### src/rtl/kv_csa_acc_ctrl.sv
// Multi-operand accumulator: one shared 3:2 carry-save stage folds streamed operands, then one CPA resolves.
// Optional macro KV_CSA_ACC_OVF_EN widens the redundant pair and adds the out_ovf port.
module kv_csa_acc_ctrl #(
  parameter int WIDTH   = 32,
  parameter int MAX_OPS = 16,
  parameter int CNT_W   = $clog2(MAX_OPS + 1)
) (
  input  logic             core_clk,
  input  logic             core_reset,
  input  logic             in_valid,
  output logic             in_ready,
  input  logic [WIDTH-1:0] in_data,
  input  logic             in_last,
  input  logic             kill,
  output logic             out_valid,
  input  logic             out_ready,
  output logic [WIDTH-1:0] out_data,
  output logic [CNT_W-1:0] out_cnt
`ifdef KV_CSA_ACC_OVF_EN
  ,
  output logic             out_ovf
`endif
);

`ifdef KV_CSA_ACC_OVF_EN
  // Headroom for MAX_OPS full-scale operands keeps the redundant pair exact.
  localparam int AW = WIDTH + CNT_W;
`else
  localparam int AW = WIDTH;
`endif

  typedef enum logic [1:0] {
    IDLE    = 2'd0,
    ACCUM   = 2'd1,
    RESOLVE = 2'd2,
    DONE    = 2'd3
  } state_t;

  function automatic logic [AW-1:0] csa_sum(input logic [AW-1:0] a, input logic [AW-1:0] b,
                                            input logic [AW-1:0] c);
    return a ^ b ^ c;
  endfunction

  function automatic logic [AW-1:0] csa_carry(input logic [AW-1:0] a, input logic [AW-1:0] b,
                                              input logic [AW-1:0] c);
    logic [AW-1:0] co;
    co = (a & b) | (a & c) | (b & c);
    return {co[AW-2:0], 1'b0};
  endfunction

  state_t           state_q, state_d;
  logic [AW-1:0]    sum_q, sum_d;
  logic [AW-1:0]    carry_q, carry_d;
  logic [CNT_W-1:0] cnt_q, cnt_d;
  logic             in_ready_q, in_ready_d;
  logic             out_valid_q, out_valid_d;
  logic [WIDTH-1:0] out_data_q, out_data_d;
  logic [CNT_W-1:0] out_cnt_q, out_cnt_d;
  logic             ovf_q, ovf_d;

  logic             in_fire;
  logic [AW-1:0]    op_ext;
  logic [AW-1:0]    total;
  logic [CNT_W-1:0] cnt_inc;

  always_comb begin
    in_fire     = in_valid & in_ready_q;
    op_ext      = AW'(in_data);
    total       = sum_q + carry_q;
    cnt_inc     = cnt_q + CNT_W'(1);

    state_d     = state_q;
    sum_d       = sum_q;
    carry_d     = carry_q;
    cnt_d       = cnt_q;
    out_data_d  = out_data_q;
    out_cnt_d   = out_cnt_q;
    ovf_d       = ovf_q;

    if (kill) begin
      state_d = IDLE;
      sum_d   = '0;
      carry_d = '0;
      cnt_d   = '0;
    end else begin
      case (state_q)
        IDLE: begin
          if (in_fire) begin
            sum_d   = op_ext;
            carry_d = '0;
            cnt_d   = CNT_W'(1);
            state_d = in_last ? RESOLVE : ACCUM;
          end else begin
            state_d = IDLE;
          end
        end
        ACCUM: begin
          if (in_fire) begin
            sum_d   = csa_sum(sum_q, carry_q, op_ext);
            carry_d = csa_carry(sum_q, carry_q, op_ext);
            cnt_d   = cnt_inc;
            if (in_last || (cnt_inc == CNT_W'(MAX_OPS))) begin
              state_d = RESOLVE;
            end else begin
              state_d = ACCUM;
            end
          end else begin
            state_d = ACCUM;
          end
        end
        RESOLVE: begin
          out_data_d = total[WIDTH-1:0];
          out_cnt_d  = cnt_q;
`ifdef KV_CSA_ACC_OVF_EN
          ovf_d      = |total[AW-1:WIDTH];
`else
          ovf_d      = 1'b0;
`endif
          state_d    = DONE;
        end
        DONE: begin
          if (out_ready) begin
            state_d = IDLE;
          end else begin
            state_d = DONE;
          end
        end
        default: begin
          state_d = IDLE;
        end
      endcase
    end

    in_ready_d  = (state_d == IDLE) || (state_d == ACCUM);
    out_valid_d = (state_d == DONE);
  end

  // State and registered outputs; reset has priority over kill and every transfer.
  always_ff @(posedge core_clk) begin
    if (core_reset) begin
      state_q     <= IDLE;
      sum_q       <= '0;
      carry_q     <= '0;
      cnt_q       <= '0;
      in_ready_q  <= 1'b1;
      out_valid_q <= 1'b0;
      out_data_q  <= '0;
      out_cnt_q   <= '0;
      ovf_q       <= 1'b0;
    end else begin
      state_q     <= state_d;
      sum_q       <= sum_d;
      carry_q     <= carry_d;
      cnt_q       <= cnt_d;
      in_ready_q  <= in_ready_d;
      out_valid_q <= out_valid_d;
      out_data_q  <= out_data_d;
      out_cnt_q   <= out_cnt_d;
      ovf_q       <= ovf_d;
    end
  end

  // The flop idles high so IDLE is ready right after reset; masking keeps it low during reset.
  assign in_ready  = in_ready_q & ~core_reset;
  assign out_valid = out_valid_q;
  assign out_data  = out_data_q;
  assign out_cnt   = out_cnt_q;
`ifdef KV_CSA_ACC_OVF_EN
  assign out_ovf   = ovf_q;
`else
  logic unused_ovf;
  assign unused_ovf = ovf_q;
`endif

endmodule

### config.mk
export PLATFORM = sky130hd
export DESIGN_NAME = kv_csa_acc_ctrl
export DESIGN_NICKNAME = d
export VERILOG_FILES = /design/src/rtl/kv_csa_acc_ctrl.sv
export SDC_FILE = /design/constraint.sdc
export NUM_CORES = 1
export LEC_CHECK = 0
export BUFFER_PORTS_ARGS = -buffer_cell sky130_fd_sc_hd__buf_2
export CAP_MARGIN = 20
export CORE_AREA = 2 2 133 135
export DETAILED_ROUTE_END_ITERATION = 10
export DIE_AREA = 0 0 135 137
export PLACE_DENSITY = 0.57
export SYNTH_ARGS = -nofsm -noshare
export SYNTH_HDL_FRONTEND = slang
export SYNTH_SLANG_ARGS = --single-unit
### constraint.sdc
create_clock -name core_clk -period 4 [get_ports core_clk]
set_clock_uncertainty 0.1 [all_clocks]
set_input_delay 0.8 -clock core_clk [delete_from_list [all_inputs] [get_ports core_clk]]
set_output_delay 0.8 -clock core_clk [all_outputs]
set_load 0.01 [all_outputs]
==> results.toml <==
[outcome]
status = "complete, no violations"

[cts]
clock_latency_ns = 0.36
cts_resized = 0
path_clk_slew_ns = 0.07
cts_tree = "done"
cts_buffers = 9
cts_buffer_depth = 2
clkSinkCount = 109
hold_buffers = 0
cts-root-buf = "clkbuf_16"
postCtsSetupBuffers = 0
htree_levels = 3

[logic_synthesis]
syn_area_mm2 = 0.006735
synth-seq-cells = 109
synth_top_family_by_area = "compound AO/OA/AOI/OAI gates"
yosys_most_used_dff = "dfxtp_1"
yosys.area.top_type = "dfxtp_1"
synth_xor_area_frac = 0.03381
synth_edf_count = 0
synthAdderAreaFrac = 0.1516
async_flop_share = 0
yosysTopAreaCellShare = 0.3240
avgSynthCellArea_um2 = 7.742
synth_warnings = 0
muxShareOfSynthArea = 0.008917
ys_types = 58
yosys-top-cells-area = "dfxtp_1 (32%), fa_1 (9.2%), a21oi_1 (8.6%), nand2_1 (7.6%), ha_1 (5.9%)"
yosys.area_share.simple = 0.1787
synth_compound_area_frac = 0.2233
synth_fp_nets = 971
synthCells = 870
seq_area_frac_synth = 0.3240

[power]
p_leak_uw = 0.002932
power-per-cell-area_mw_per_mm2 = 304.3
intPower_uw = 1685
switching_share = 0.2698
p_sw_uw = 622.6
p_clk_frac = 0.412
p_comb_frac = 0.102
seqPwrFrac = 0.486
ir_worst_vdd_mv = 0.1938

[global_route]
grt_pass1_vias = 5366
grt_max_degree = 69
grt_overflow = 0
antenna_found_initial = 0
grt_pass1_wl_mm = 27.92
grt_usage = 0.1892

[sta]
setup_viol = 0
fin_tns_setup_ns = 0
max-slew-margin-rel = 0.3058
max_freq_mhz = 361.8
period_needed_ns = 2.764
worstMarginPinSlew_ns = 1.037
rsz0062_at_grt = "no"
drv_slew = 0
fin_crit_sh = 0.6910
hold_viol_final = 0

[layout]
finalNonFillerCells = 1145
antenna_cells = 0
fill_cells = 1783
drive_above_1_share = 0.1250
mostFrequentLayoutCells = "nand2_1 (137), a21oi_1 (116), dfxtp_1 (108)"
mostFrequentLayoutCell = "nand2_1"
area_delta_synth_final_pct = 12.60
nets = 1016

[setup_path]
required_ns = 4.13
cp.arrival_ns = 2.89
cp_max_fo = 4
crit_type = "register to register"
startpoint_type = "register"
crit_path_end_kind = "register"

[floorplanning]
initial_core_util = 0.3949
die_w_um = 135
die_area_mm2 = 0.01850
num_io_pins = 77
core.rowCount = 48
die_h_um = 137
core_mm2 = 0.01706

[drt]
drc = 0
drtIter0Drc = 388
detail_route.wl_per_cell_um = 14.75
vias = 5802
drt-total-wl_mm = 16.89
ant_nets = 0
vias_per_cell = 5.067
first_pass_iters = 5

[min_path]
min_path_type = "register to register"

[placed_design]
hpwlAfterDp_mm = 12.29
dp_cells = 1129
io_buffer_count = 76
finalWeightedCongestion = 0.8346

[job]
max_cap_violations = 0
final cells by class:
type,count,area [um2],share of cell area
multi-input combinational,619,4019,0.5299
sequential,109,2183,0.2879
timing repair buffer,81,430.4,0.05676
inverter,95,356.6,0.04702
tap,225,281.5,0.03712
clock buffer,9,225.2,0.02970
clock inverter,7,87.58,0.01155
sequential cells by signal (all words and copies together) (netlist names):
register    cells
sum_q          32
out_valid       1
cnt_q           5
out_cnt         5
out_data       32
in_ready_q      1
state_q         2
carry_q        31
critical path: stages (launching register included):
cell and delay (ns):
dfxtp_1 0.33, ha_1 0.23, fa_1 0.40, a21oi_1 0.28, o211ai_2 0.17, a211oi_1 0.41
o21ai_0 0.24, a21oi_1 0.24, xor2_1 0.17, a21oi_1 0.08
cells by family after synthesis:
logic type | Yosys count
adder cells (fa/ha/maj) | 63
flip-flops | 109
XOR/XNOR | 26
AO/OA/AOI/OAI | 240
multiplexers | 6
AND/OR/NAND/NOR | 284
buffers and inverters | 142
worst paths after layout:
kind	slack [ns]	to	depth (start not counted)	startpoint
hold reg to reg	0.35	out_data[19]	2	out_data[19]
hold / removal	0.35	out_data[19]	2	out_data[19]
setup / recovery	1.24	out_data[21]	9	sum_q[1]
setup reg to reg	1.24	out_data[21]	9	sum_q[1]
layer usage:
| metal | vias up | GRT usage | wire length (um) |
|---|---|---|---|
| met3 | 13 | 0.03185 | 657 |
| met2 | 102 | 0.2671 | 6770 |
| met4 | 0 | 0.04340 | 163 |
| met1 | 2680 | 0.2969 | 9302 |
| met5 | - | 0 | 0 |
| li1 | 3007 | - | - |
power by group through the flow:
stage	logic (uW)	registers [uW]	clock network (uW)
2_1_floorplan	164	1140	0
3_3_place_gp	237	1150	0
3_5_place_dp	237	1150	0
4_1_cts	239	1120	974
5_1_grt	270	1130	1010
6_report	236	1120	950
stage by stage:
stage	instance area, um2	hold slack (ns)	worst slack, ns	util	total power, uW
3_3_place_gp	7271	0.3356	1.318	0.4263	1383
2_1_floorplan	6735	0.3490	1.593	-	1303
3_5_place_dp	7271	0.3401	1.283	0.4263	1384
6_report	7584	0.3480	1.236	0.4446	2307
5_1_grt	7584	0.3713	0.9883	0.4446	2404
4_1_cts	7584	0.3499	1.252	0.4446	2335
synthesized netlist by cell type (2+ instances only):
master    number
o21a_1         6
o22ai_1        3
ha_1          32
nand2_1      137
inv_1         95
nor2b_1        6
buf_2          3
o211ai_2       2
xor2_1        10
dfxtp_1      109
or4_1          2
o21ai_1       14
and2_1         2
a22oi_1        3
buf_1          5
clkbuf_1      39
fa_1          31
xnor2_1       16
o21ai_0       15
nand2b_1       4
nor3_1         3
and3_1         5
nand3_1        9
o211ai_1      30
a211oi_1      10
nor4b_1        2
a21o_1        13
or2_2          4
o31ai_1        2
a221oi_1       2
nand4_1        9
o21bai_1       3
nor2_1        95
a21oi_1      116
mux2i_1        6
a31oi_1        5
Note: power is estimated with default switching activity, not from simulation.
